<file path="src/rtl/pipeline_hazard_ctrl.sv">
// pipeline_hazard_ctrl: stall/flush sequencer for the 5-stage pipeline with a divide FSM and stall-cycle counter.
module pipeline_hazard_ctrl #(
  parameter int DIV_CYCLES = 8,
  parameter int CNT_W      = 6,
  parameter int PERF_W     = 32
) (
  input  logic              clk,
  input  logic              rst_n,
  input  logic [4:0]        id_rs,
  input  logic [4:0]        id_rt,
  input  logic              id_use_rs,
  input  logic              id_use_rt,
  input  logic              ex_mem_read,
  input  logic [4:0]        ex_rd,
  input  logic              ex_div,
  input  logic              ex_branch_taken,
  input  logic              imem_ready,
  input  logic              dmem_req,
  input  logic              dmem_ready,
  output logic              pc_stall,
  output logic              fd_stall,
  output logic              fd_flush,
  output logic              de_stall,
  output logic              de_flush,
  output logic              em_stall,
  output logic              em_flush,
  output logic              mw_stall,
  output logic              mw_flush,
  output logic              div_busy,
  output logic              div_done,
  output logic [PERF_W-1:0] stall_cycles
);
  typedef enum logic [1:0] {IDLE, BUSY, DONE} state_t;
  state_t           r_state, w_state_nxt;
  logic [CNT_W-1:0] r_cnt, w_cnt_nxt;
  logic [PERF_W-1:0] r_stall_cycles;
  logic w_mem_wait, w_div_stall, w_load_use, w_imem_wait;
  assign w_mem_wait  = dmem_req & ~dmem_ready;
  assign w_div_stall = ((r_state == IDLE) & ex_div) | (r_state == BUSY);
  assign w_load_use  = ex_mem_read & (ex_rd != 5'd0) &
                       ((id_use_rs & (id_rs == ex_rd)) | (id_use_rt & (id_rt == ex_rd)));
  assign w_imem_wait = ~imem_ready;
  assign div_busy     = (r_state == BUSY);
  assign div_done     = (r_state == DONE);
  assign stall_cycles = r_stall_cycles;
  always_ff @(posedge clk or negedge rst_n)
    if (!rst_n) begin
      r_state <= IDLE;
      r_cnt   <= '0;
    end else begin
      r_state <= w_state_nxt;
      r_cnt   <= w_cnt_nxt;
    end
  // The divider keeps counting under a data-memory wait; only IDLE entry and DONE exit wait for it.
  always_comb begin
    w_state_nxt = r_state;
    w_cnt_nxt   = r_cnt;
    case (r_state)
      IDLE: if (ex_div & ~w_mem_wait) begin
        w_state_nxt = BUSY;
        w_cnt_nxt   = CNT_W'(DIV_CYCLES - 1);
      end
      BUSY: begin
        w_cnt_nxt = r_cnt - 1'b1;
        if (r_cnt == CNT_W'(1)) w_state_nxt = DONE;
      end
      DONE: if (!w_mem_wait) w_state_nxt = IDLE;
      default: w_state_nxt = IDLE;
    endcase
  end
  always_comb begin
    pc_stall = 1'b0;
    fd_stall = 1'b0;
    fd_flush = 1'b0;
    de_stall = 1'b0;
    de_flush = 1'b0;
    em_stall = 1'b0;
    em_flush = 1'b0;
    mw_stall = 1'b0;
    mw_flush = 1'b0;
    if (rst_n) begin
      if (w_mem_wait) begin
        {pc_stall, fd_stall, de_stall, em_stall} = 4'hF;
        mw_flush = 1'b1;
      end else if (w_div_stall) begin
        {pc_stall, fd_stall, de_stall} = 3'h7;
        em_flush = 1'b1;
      end else if (ex_branch_taken) begin
        {fd_flush, de_flush} = 2'h3;
      end else if (w_load_use) begin
        {pc_stall, fd_stall, de_flush} = 3'h7;
      end else if (w_imem_wait) begin
        {pc_stall, fd_flush} = 2'h3;
      end
    end
  end
  always_ff @(posedge clk or negedge rst_n)
    if (!rst_n) r_stall_cycles <= '0;
    else if (pc_stall && r_stall_cycles != '1) r_stall_cycles <= r_stall_cycles + 1'b1;
endmodule

</file>
<file path="config.mk">
export PLATFORM = sky130hd
export DESIGN_NAME = pipeline_hazard_ctrl
export DESIGN_NICKNAME = d
export VERILOG_FILES = /design/src/rtl/pipeline_hazard_ctrl.sv
export SDC_FILE = /design/constraint.sdc
export NUM_CORES = 1
export LEC_CHECK = 0
export ABC_AREA = 1
export BUFFER_PORTS_ARGS = -buffer_cell sky130_fd_sc_hd__clkbuf_2
export CAP_MARGIN = 20
export CORE_UTILIZATION = 30
export DETAILED_ROUTE_END_ITERATION = 10
export PLACE_DENSITY = 0.51
export SYNTH_ARGS = -nofsm -noshare
export SYNTH_HDL_FRONTEND = slang
export SYNTH_SLANG_ARGS = --single-unit
</file>
<file path="constraint.sdc">
create_clock -name clk -period 1.8 [get_ports clk]
set_clock_uncertainty 0.2 [all_clocks]
set_input_delay 0.27 -clock clk [delete_from_list [all_inputs] [get_ports clk]]
set_output_delay 0.27 -clock clk [all_outputs]
set_load 0.005 [all_outputs]
</file>
==> results of run 1 <==
-- worst max-delay path, stage by stage, from the launching register on --
cell       delay [ns]
dfrtp_1          0.36
nand2_1          0.12
nor2_4           0.13
nand3_2          0.10
nor4_4           0.27
nand3_2          0.18
nand2_4          0.19
clkbuf_16        0.21
nand2_2          0.04
nand2_1          0.06
-- area by class of cell --
cell class	instances	area [um2]	area share, %
clock buffer	5	68.8	1.50
clock inverter	3	90.1	1.97
inverter	43	161	3.52
multi-input combinational	328	1980	43.2
sequential	40	1000	21.9
tap	111	139	3.03
timing repair buffer	152	1140	24.9
-- metal layers --
metal	global-route usage [%]	vias to the layer above	routed length [um]
met5	0	-	0
met1	25.2	1542	4390
met3	2.81	7	425
li1	-	1647	-
met4	5.09	0	97
met2	33.6	70	4770
-- path summary, 6_finish.rpt --
check	startpoint	endpoint	slack [ns]	cells past startpoint
setup / recovery	stall_cycles[9]$_DFFE_PN0P_	stall_cycles[28]$_DFFE_PN0P_	-0.12	9
hold / removal	ex_div	r_state[0]$_DFFE_PN0P_	0.17	3
setup reg to reg	stall_cycles[9]$_DFFE_PN0P_	stall_cycles[28]$_DFFE_PN0P_	-0.12	9
hold reg to reg	r_cnt[5]$_DFFE_PN0P_	r_cnt[5]$_DFFE_PN0P_	0.31	1
max in group asynchronous	rst_n	stall_cycles[12]$_DFFE_PN0P_	0.52	3
min in group asynchronous	rst_n	r_state[0]$_DFFE_PN0P_	0.36	3
-- through the flow --
stage | cells | utilization, % | instance area [um2]
2_1_floorplan | 424 | - | 2900
3_3_place_gp | 655 | 41.4 | 3810
3_5_place_dp | 655 | 41.4 | 3810
4_1_cts | 673 | 45.3 | 4170
5_1_grt | 682 | 49.8 | 4580
6_report | 682 | 49.8 | 4580
-- cell families (layout without fill, tap and decap cells) --
kind of cell / after synthesis / in the layout / share of synthesized area [%]
buffers and inverters: 56 / 203 / 8.54
xor gates and xnor gates: 27 / 27 / 8.36
adders and majority gates: 3 / 3 / 1.33
DFF: 40 / 40 / 35.4
other: 1 / 1 / 0.133
AOI/OAI and AO/OA: 9 / 9 / 1.68
and+or+nand+nor: 288 / 288 / 44.6
-- power breakdown --
part	switching, mW	total [mW]	internal (mW)
Combinational	0.747	1.41	0.660
Clock	0.350	1.04	0.694
Sequential	0.118	1.16	1.04
-- timing repair --
action / in CTS / in global routing
endpoints found under the setup margin: 35 / 39
pin swaps: 2 / 44
resized for setup: 28 / 95
hold buffers: 2 / 0
hold endpoints to repair: 40 / 0
cloned: 1 / 3
buffers inserted: 7 / 6
-- sequential cells by signal, summed over array words and instances (netlist names) --
register,cells
stall_cycles,32
r_cnt,6
r_state,2
-- placed cells by master, fill, tap and decap left out, types with 2 or more instances in the layout --
master,instances
buf_4,75
nor2_4,2
nor2_1,23
nor2_2,15
nand4_1,11
xor2_1,13
bufinv_16,3
nor3_2,6
buf_12,3
nand2_2,27
nor3_1,10
ha_1,2
dfrtp_1,38
clkbuf_2,58
o21ai_0,5
nand2_1,120
dlygate4sd3_1,2
clkbuf_8,5
nand3b_1,4
inv_2,9
nand3_1,29
nand2_4,8
clkbuf_16,3
buf_6,9
nand3_2,28
dfrtp_2,2
inv_1,34
xnor2_1,12
==> out/metrics.yaml, run 1 <==
worst_hold_path:
  hp-class: "primary input to flop"
clock_network:
  clk_pin_slew_ns: 0.09
  clock_latency_ns: 0.30
  cts_root_buf: "clkbuf_8"
  cts.sinks: 40
  cts_max_level: 2
  numCtsBuffers: 5
  clock_path_buffers: 2
  cts_tree: "done"
detailed_routing:
  drt-vias-per-instance: 4.79
  firstDrtPassIters: 4
  detail-route-antenna-nets: 0
  drc: 0
  vias: 3266
  drtIter0Drc: 136
  finalWirelength_um: 9690
  routedWlPerCell_um: 14.2
placement:
  preCtsSetupSlack_ns: -0.106
  place_congestion: 0.876
  numPortBuffers: 66
  hpwl_um: 6660
synthesis:
  synth_edf_count: 0
  syn-num-nets: 452
  yosysUniqueCellTypes: 26
  netlist.area_leader.share_pct: 35.4
  syn_inst: 424
  synthArstFlopShare_pct: 100
  syn_area_per_cell_um2: 6.67
  yosysSeqAreaShare_pct: 35.4
  ys_ff_latch: 40
  syn_area_mm2: 0.00283
  ys_top_cells_by_area: "dfrtp_1 (35%), nand2_1 (20%), nand3_1 (9.9%)"
  yosysTopAreaCell: "dfrtp_1"
  post-synth-top-count-cell: "nand2_1"
  synth-main-ff-cell: "dfrtp_1"
  synth_common_cells: "nand2_1 (153), nand3_1 (56), inv_1 (42)"
  yosysWarnings: 0
layout:
  diodes: 0
  nNetsFinal: 598
  drive_gt1_share_pct: 46.2
  final.fill_count: 915
  areaGrowthSynthToFinish_pct: 62.0
pwr:
  vdd_drop_max_mv: 0.370
  power_mw: 3.61
  power_density_mw_per_mm2: 787
  power_leakage_nw: 2.51
timing:
  setup_ws_ns: -0.121
  finalCritPeriodShare_pct: 107
  hold_violations: 0
  setup_viol: 32
  period_needed_ns: 1.92
  rsz0062_at_grt: "yes"
  fmax_ghz: 0.521
  worst_hold_slack_ns: 0.166
  tns_ns: -2.72
  slew_viol_final: 0
critical_path:
  critPathRequiredTime_ns: 1.84
  arrival_ns: 1.96
  endpoint_kind: "flop"
  startpoint_type: "flop"
  critical_path_class: "flop to flop"
  crit_fanout: 8
floorplan:
  rows: 35
  core_mm2: 0.00920
  die_w_um: 99.1
  fp.dieH_um: 99.1
  io_pins: 68
  start_util_pct: 30.8
  die_area_mm2: 0.00982
global_routing:
  grt_max_degree: 38
  grt_usage_pct: 19.3
  antenna_found_initial: 0
  grt_overflow: 0
  grt_pass1_vias: 3124
  grt_pass1_wl_um: 15000
job:
  drv_cap: 0
status:
  violations: "negative setup slack"
  status: "complete, but fails checks"
Note: power is estimated with default switching activity, not from simulation.
==> run 2: changes to the inputs <==
--- a/config.mk
+++ b/config.mk
@@ -11,4 +11,5 @@
 export CORE_UTILIZATION = 30
 export DETAILED_ROUTE_END_ITERATION = 10
+export GPL_ROUTABILITY_DRIVEN = 0
 export PLACE_DENSITY = 0.51
 export SYNTH_ARGS = -nofsm -noshare
==> constraint.sdc (replaced) <==
create_clock -name clk -period 1.8 [get_ports clk]
set_clock_uncertainty 0.2 [all_clocks]
set_input_delay 0.18 -clock clk [delete_from_list [all_inputs] [get_ports clk]]
set_output_delay 0.18 -clock clk [all_outputs]
set_load 0.005 [all_outputs]
==> run 2 against run 1 <==
Effect of this change:
- the run still ends with negative setup slack left
- global-route usage is 0.20 points lower
- worst hold slack worse by 0.065 ns
- fmax is 1.7% higher
- power is 12% lower
- final area is 9.4% lower
- combinational power is 9% lower
- sequential share of layout area is 2.3 points higher
- register-to-register slack better by 0.03 ns
- worst setup slack better by 0.031 ns
- count of clock-buffer cells in the layout is 1 higher
- flip-flop and latch count stayed put
- die area stayed put
- critical path type unchanged
- highest routed layer unchanged
==> out/metrics.yaml, run 2 (synthesis results as in run 1) <==
layout:
  fin_cells: 666  # -2.3%
  final.fill_count: 984  # +7.5%
  final_core_util_pct: 45.1  # -4.7 points
  largest_register_ffs: 32  # unchanged
  areaGrowthSynthToFinish_pct: 46.7
  mostFrequentLayoutCell: "nand2_1"
  nNetsFinal: 582  # -2.7%
  diodes: 0  # unchanged
  multi_input_area_mm2: 0.00178  # -9.9%
  regArea_mm2: 0.00100  # unchanged
  final_cell_mix: "nand2_1 (134), clkbuf_2 (66), buf_4 (61)"
  drive_gt1_share_pct: 34.8  # -11 points
floorplan:
  fp.dieH_um: 99.1  # unchanged
  io_pins: 68  # unchanged
  core_mm2: 0.00920  # unchanged
  rows: 35  # unchanged
  die_area_mm2: 0.00982  # unchanged
  start_util_pct: 30.8  # unchanged
  die_w_um: 99.1  # unchanged
placement:
  hpwl_um: 6540  # -1.8%
  dp_cells: 645  # -1.5%
  numPortBuffers: 66  # unchanged
  preCtsSetupSlack_ns: -0.129  # -0.0227 ns
global_routing:
  grt_max_degree: 41  # +7.9%
  grt_pass1_vias: 3081  # -1.4%
  grt_usage_pct: 19.1  # -0.20 points
  grt_pass1_wl_um: 14900  # -0.46%
  antenna_found_initial: 0  # unchanged
  grt_overflow: 0  # unchanged
worst_hold_path:
  min_path_cells: 3  # unchanged
  worstHoldStart: "ex_div"
  hp-class: "primary input to flop"
timing:
  slew_headroom_pct: 64.6
  fmax_ghz: 0.529  # +1.7%
  setup_viol: 31  # -3.1%
  rsz0062_at_grt: "yes"
  finalCritPeriodShare_pct: 105  # -1.7 points
  tns_ns: -1.96  # +0.761 ns
  hold_violations: 0  # unchanged
  period_needed_ns: 1.89  # -0.0314 ns
  slew_viol_final: 0  # unchanged
  worst_hold_slack_ns: 0.101  # -0.0648 ns
  worst_pin_slew_ns: 0.530
  setup_ws_ns: -0.0891  # +0.0314 ns
critical_path:
  setup.worst_path.start: "stall_cycles[0]$_DFFE_PN0P_"
  critPathRequiredTime_ns: 1.83  # about the same
  critPathTopFamily: "simple AND/OR/NAND/NOR gates"
  r2r_start: "stall_cycles[0]$_DFFE_PN0P_"
  critical_path_class: "flop to flop"
  critPathMaxStageDelay_ns: 0.38  # +0.02 ns
  arrival_ns: 1.92  # -0.04 ns
  endpoint_kind: "flop"
  reg2reg_depth: 10  # +1
  crit_top_cell: "nand2_4"
  critical_path_buf_inv_count: 2  # +1
  startpoint_type: "flop"
  worst-path-stages: 10  # +1
  crit_slowest_cell: "dfrtp_1"
  crit_fanout: 8  # unchanged
  crit_chain: "ha_2, nand3_4, inv_4, nand2_4, nor4_4, nand3_2, nand2_4, clkbuf_16, nand2_2, nand2_1"
status:
  violations: "negative setup slack"
  status: "complete, but fails checks"
clock_network:
  clock_path_buffers: 2  # unchanged
  clock_latency_ns: 0.30  # about the same
  numCtsBuffers: 5  # unchanged
  cts_tree: "done"
  cts_max_level: 2  # unchanged
  cts_root_buf: "clkbuf_8"
  cts.sinks: 40  # unchanged
  clk_pin_slew_ns: 0.08  # about the same
job:
  drv_cap: 0  # unchanged
detailed_routing:
  drc: 0  # unchanged
  finalWirelength_um: 9070  # -6.4%
  drtIter0Drc: 118  # -13%
  firstDrtPassIters: 4  # unchanged
  detail-route-antenna-nets: 0  # unchanged
  drt-vias-per-instance: 4.75  # -0.89%
  routedWlPerCell_um: 13.6  # -4.1%
  vias: 3161  # -3.2%
pwr:
  vdd_drop_max_mv: 0.347  # -6.3%
  power_leakage_nw: 2.37  # -5.7%
  power_density_mw_per_mm2: 767  # -2.6%
-- run 2: cell count changes in the layout (fill, tap and decap cells not counted), sizes merged --
cell / before / now
clkinv: 0 / 1
clkbuf: 66 / 73
buf: 89 / 66
bufinv: 3 / 1
bufbuf: 0 / 1
-- run 2: final cells by class --
type,count,share of cell area (%)
multi-input cells,328,42.9
flip-flops and latches,40,24.2
repair buffers,136,23.0
inverters,43,3.95
well taps,111,3.35
clock buffers,6,1.75
clock inverters,2,0.844
-- run 2: per-stage QoR --
step	instance area, um2	total power, mW
CTS	3990	3.13
global route	4150	3.39
floorplan	2900	1.75
detailed placement	3740	2.25
global placement	3740	2.23
finish	4150	3.18
-- run 2: timing repair --
action	CTS	global route
pin swaps	1	17
hold endpoints to repair	41	0
gates resized for setup	10	36
cloned	2	1
buffers inserted	4	4
setup endpoints to repair	32	34
hold buffers	2	0
-- run 2: routing by layer --
metal / wire length, um / global-route usage [%] / up-vias
li1: - / - / 1606
met1: 4250 / 25.9 / 1477
met2: 4350 / 32.1 / 64
met3: 323 / 2.88 / 14
met4: 153 / 5.09 / 0
met5: 0 / 0 / -
-- run 2: final timing paths --
| check | end | slack (ns) |
|---|---|---|
| setup reg to reg | stall_cycles[12]$_DFFE_PN0P_ | -0.09 |
| hold / removal | r_state[0]$_DFFE_PN0P_ | 0.10 |
| hold reg to reg | r_cnt[5]$_DFFE_PN0P_ | 0.31 |
| setup / recovery | stall_cycles[12]$_DFFE_PN0P_ | -0.09 |
| min in group asynchronous | r_state[0]$_DFFE_PN0P_ | 0.40 |
| max in group asynchronous | stall_cycles[13]$_DFFE_PN0P_ | 0.60 |
-- run 2: worst min-delay path, cell delays in order --
cell	delay (ns)
clkbuf_2	0.10
nand4_1	0.21
nand2_1	0.08
-- run 2: report_power, final --
part           total [mW]  internal [mW]  switching (mW)
clock network       0.750          0.412           0.338
logic                1.28          0.605           0.677
registers            1.15           1.04           0.114
total                3.18           2.05            1.13
==> run 3: changes to the inputs <==
Settings changed: CORE_ASPECT_RATIO set to 1.75, PLACE_DENSITY 0.51 to 0.49, TNS_END_PERCENT set to 10.
Clock period 1.8 ns to 1.85 ns, I/O delays scaled along.
==> run 3 against run 2 <==
Effect of this change:
- the flow now finishes without violations
- final area shrank 0.42%
- sequential share of layout area grew 0.10 points
- global-route usage grew 1.7 points
- fmax grew 2.7%
- first-iteration DRC count grew 7.6%
- sequential power is essentially flat
- wire length grew 5.9%
- combinational power shrank 9%
- count of clock-buffer cells in the layout shrank 1
- flip-flop and latch count is the same
- non-clock buffer count grew 7
- clock power grew 35%
- largest cell class unchanged
==> out/metrics.yaml, run 3 (synthesis results as in run 1) <==
status:
  status: "complete, no violations"
layout:
  final_area_mm2: 0.00413  # -0.42%
  diodes: 0  # unchanged
  largest_register_ffs: 32  # unchanged
  mostFrequentLayoutCell: "nand2_1"
  fin_cells: 682  # +2.4%
  final_cell_mix: "nand2_1 (151), buf_4 (70), clkbuf_2 (66)"
  nNetsFinal: 589  # +1.2%
  drive_gt1_share_pct: 32.2  # -2.6 points
  areaGrowthSynthToFinish_pct: 46.1
  final_core_util_pct: 45.5  # +0.32 points
job:
  drv_cap: 0  # unchanged
timing:
  setup_viol: 0  # -100%
  finalCritPeriodShare_pct: 99.4  # -5.6 points
  slew_viol_final: 0  # unchanged
  period_needed_ns: 1.84  # -0.0503 ns
  rsz0062_at_grt: "yes"
  fmax_ghz: 0.544  # +2.7%
  hold_violations: 0  # unchanged
global_routing:
  grt_usage_pct: 20.8  # +1.7 points
  use_met2_pct: 38.8  # +6.6 points
  grt_overflow: 0  # unchanged
  grt_pass1_vias: 3167  # +2.8%
  grt-busiest-layer: "met2"
  met3_usage_pct: 2.91  # +0.033 points
  antenna_found_initial: 0  # unchanged
  grt_max_degree: 32  # -22%
  grt_pass1_wl_um: 15100  # +0.92%
  grt.met1_usage_pct: 21.1  # -4.8 points
floorplan:
  core_mm2: 0.00909  # -1.1%
  start_util_pct: 31.1  # +0.35 points
  io_pins: 68  # unchanged
  die_area_mm2: 0.00984  # +0.16%
  die_w_um: 75.4  # -24%
  rows: 46  # +31%
  fp.dieH_um: 130  # +32%
detailed_routing:
  vias: 3186  # +0.79%
  drc: 0  # unchanged
  firstDrtPassIters: 4  # unchanged
  detail-route-antenna-nets: 0  # unchanged
  routedWlPerCell_um: 14.1  # +3.4%
  drtIter0Drc: 127  # +7.6%
  drt-vias-per-instance: 4.67  # -1.6%
  finalWirelength_um: 9600  # +5.9%
clock_network:
  cts_root_buf: "clkbuf_16"
  clock_path_buffers: 2  # unchanged
  clk_pin_slew_ns: 0.06  # -0.02 ns
  cts_tree: "done"
  numCtsBuffers: 5  # unchanged
  cts.sinks: 40  # unchanged
  cts_max_level: 2  # unchanged
  clock_latency_ns: 0.29  # about the same
placement:
  dpl-instance-area_mm2: 0.00374  # +0.23%
  hpwl_um: 7300  # +12%
  dp_cells: 662  # +2.6%
  numPortBuffers: 66  # unchanged
pwr:
  power_leakage_nw: 2.33  # -1.9%
  power_density_mw_per_mm2: 798  # +4.1%
  vdd_drop_max_mv: 0.840  # +140%
  p_sw_mw: 1.10  # -2.7%
  p_clk_share_pct: 30.5  # +6.9 points
  internal_power_mw: 2.20  # +7.1%
  sequentialPowerShare_pct: 34.2  # -2.0 points
  switching_share_pct: 33.3  # -2.2 points
  pwr-share-comb_pct: 35.3  # -5.0 points
critical_path:
  arrival_ns: 1.87  # -0.05 ns
  endpoint_kind: "flop"
  critPathRequiredTime_ns: 1.88  # +0.05 ns
  critical_path_class: "flop to flop"
  crit_fanout: 4  # -4
  startpoint_type: "flop"
worst_hold_path:
  hp-class: "primary input to flop"
[run 3: timing repair]
item	in CTS	in global routing
endpoints found under the hold margin	41	0
gates cloned	0	1
pin swaps	2	3
setup buffers	3	5
gates resized for setup	13	17
setup endpoints to repair	16	33
hold buffers	3	0
[run 3: power groups by stage]
stage          Clock (mW)  Combinational, mW  Sequential, mW
2_1_floorplan           0              0.529            1.15
3_3_place_gp            0               1.04            1.14
3_5_place_dp            0               1.05            1.15
4_1_cts              1.04               1.13            1.13
5_1_grt              1.07               1.32            1.15
6_report             1.01               1.16            1.13
[run 3: critical path: stages, from the launching register on]
cell     delay (ns)
dfrtp_1        0.46
nand2_1        0.17
inv_1          0.11
nand4_1        0.16
nor2_2         0.24
buf_4          0.16
xor2_1         0.13
nand3_1        0.09
nand2_1        0.07
[run 3: stage by stage]
step                TNS [ns]  hold WS, ns  setup slack [ns]  power [mW]
global placement       -1.54       0.0827           -0.0784        2.18
CTS                        0        0.110           0.00860        3.29
detailed placement     -1.68       0.0889           -0.0985        2.19
global route           -2.44        0.116            -0.122        3.54
floorplan            -0.0469       -0.311          -0.00523        1.68
finish                     0       0.0990            0.0112        3.30
[run 3: routing by layer]
layer  up-vias  routed length [um]
li1       1617                   -
met1      1470                3660
met2        77                5170
met3        22                 324
met4         0                 450
met5         -                   0
[run 3: area by class of cell]
| type | count | area, um2 |
|---|---|---|
| Sequential cell | 40 | 1000 |
| Fill cell | 995 | 4960 |
| Timing Repair Buffer | 143 | 953 |
| Multi-Input combinational cell | 328 | 1700 |
| Clock buffer | 5 | 125 |
| Inverter | 43 | 161 |
| Clock inverter | 3 | 42.5 |
| Tap cell | 120 | 150 |
[run 3: final timing paths]
path                                        startpoint                      endpoint  slack [ns]  cells past startpoint
min in group asynchronous                        rst_n  stall_cycles[19]$_DFFE_PN0P_        0.44                      3
setup reg to reg           stall_cycles[3]$_DFFE_PN0P_   stall_cycles[9]$_DFFE_PN0P_        0.01                      8
hold / removal                                  ex_div        r_state[0]$_DFFE_PN0P_         0.1                      3
max in group asynchronous                        rst_n          r_cnt[1]$_DFFE_PN0P_        0.70                      3
hold reg to reg                   r_cnt[5]$_DFFE_PN0P_          r_cnt[5]$_DFFE_PN0P_        0.29                      1
setup / recovery           stall_cycles[3]$_DFFE_PN0P_   stall_cycles[9]$_DFFE_PN0P_        0.01                      8
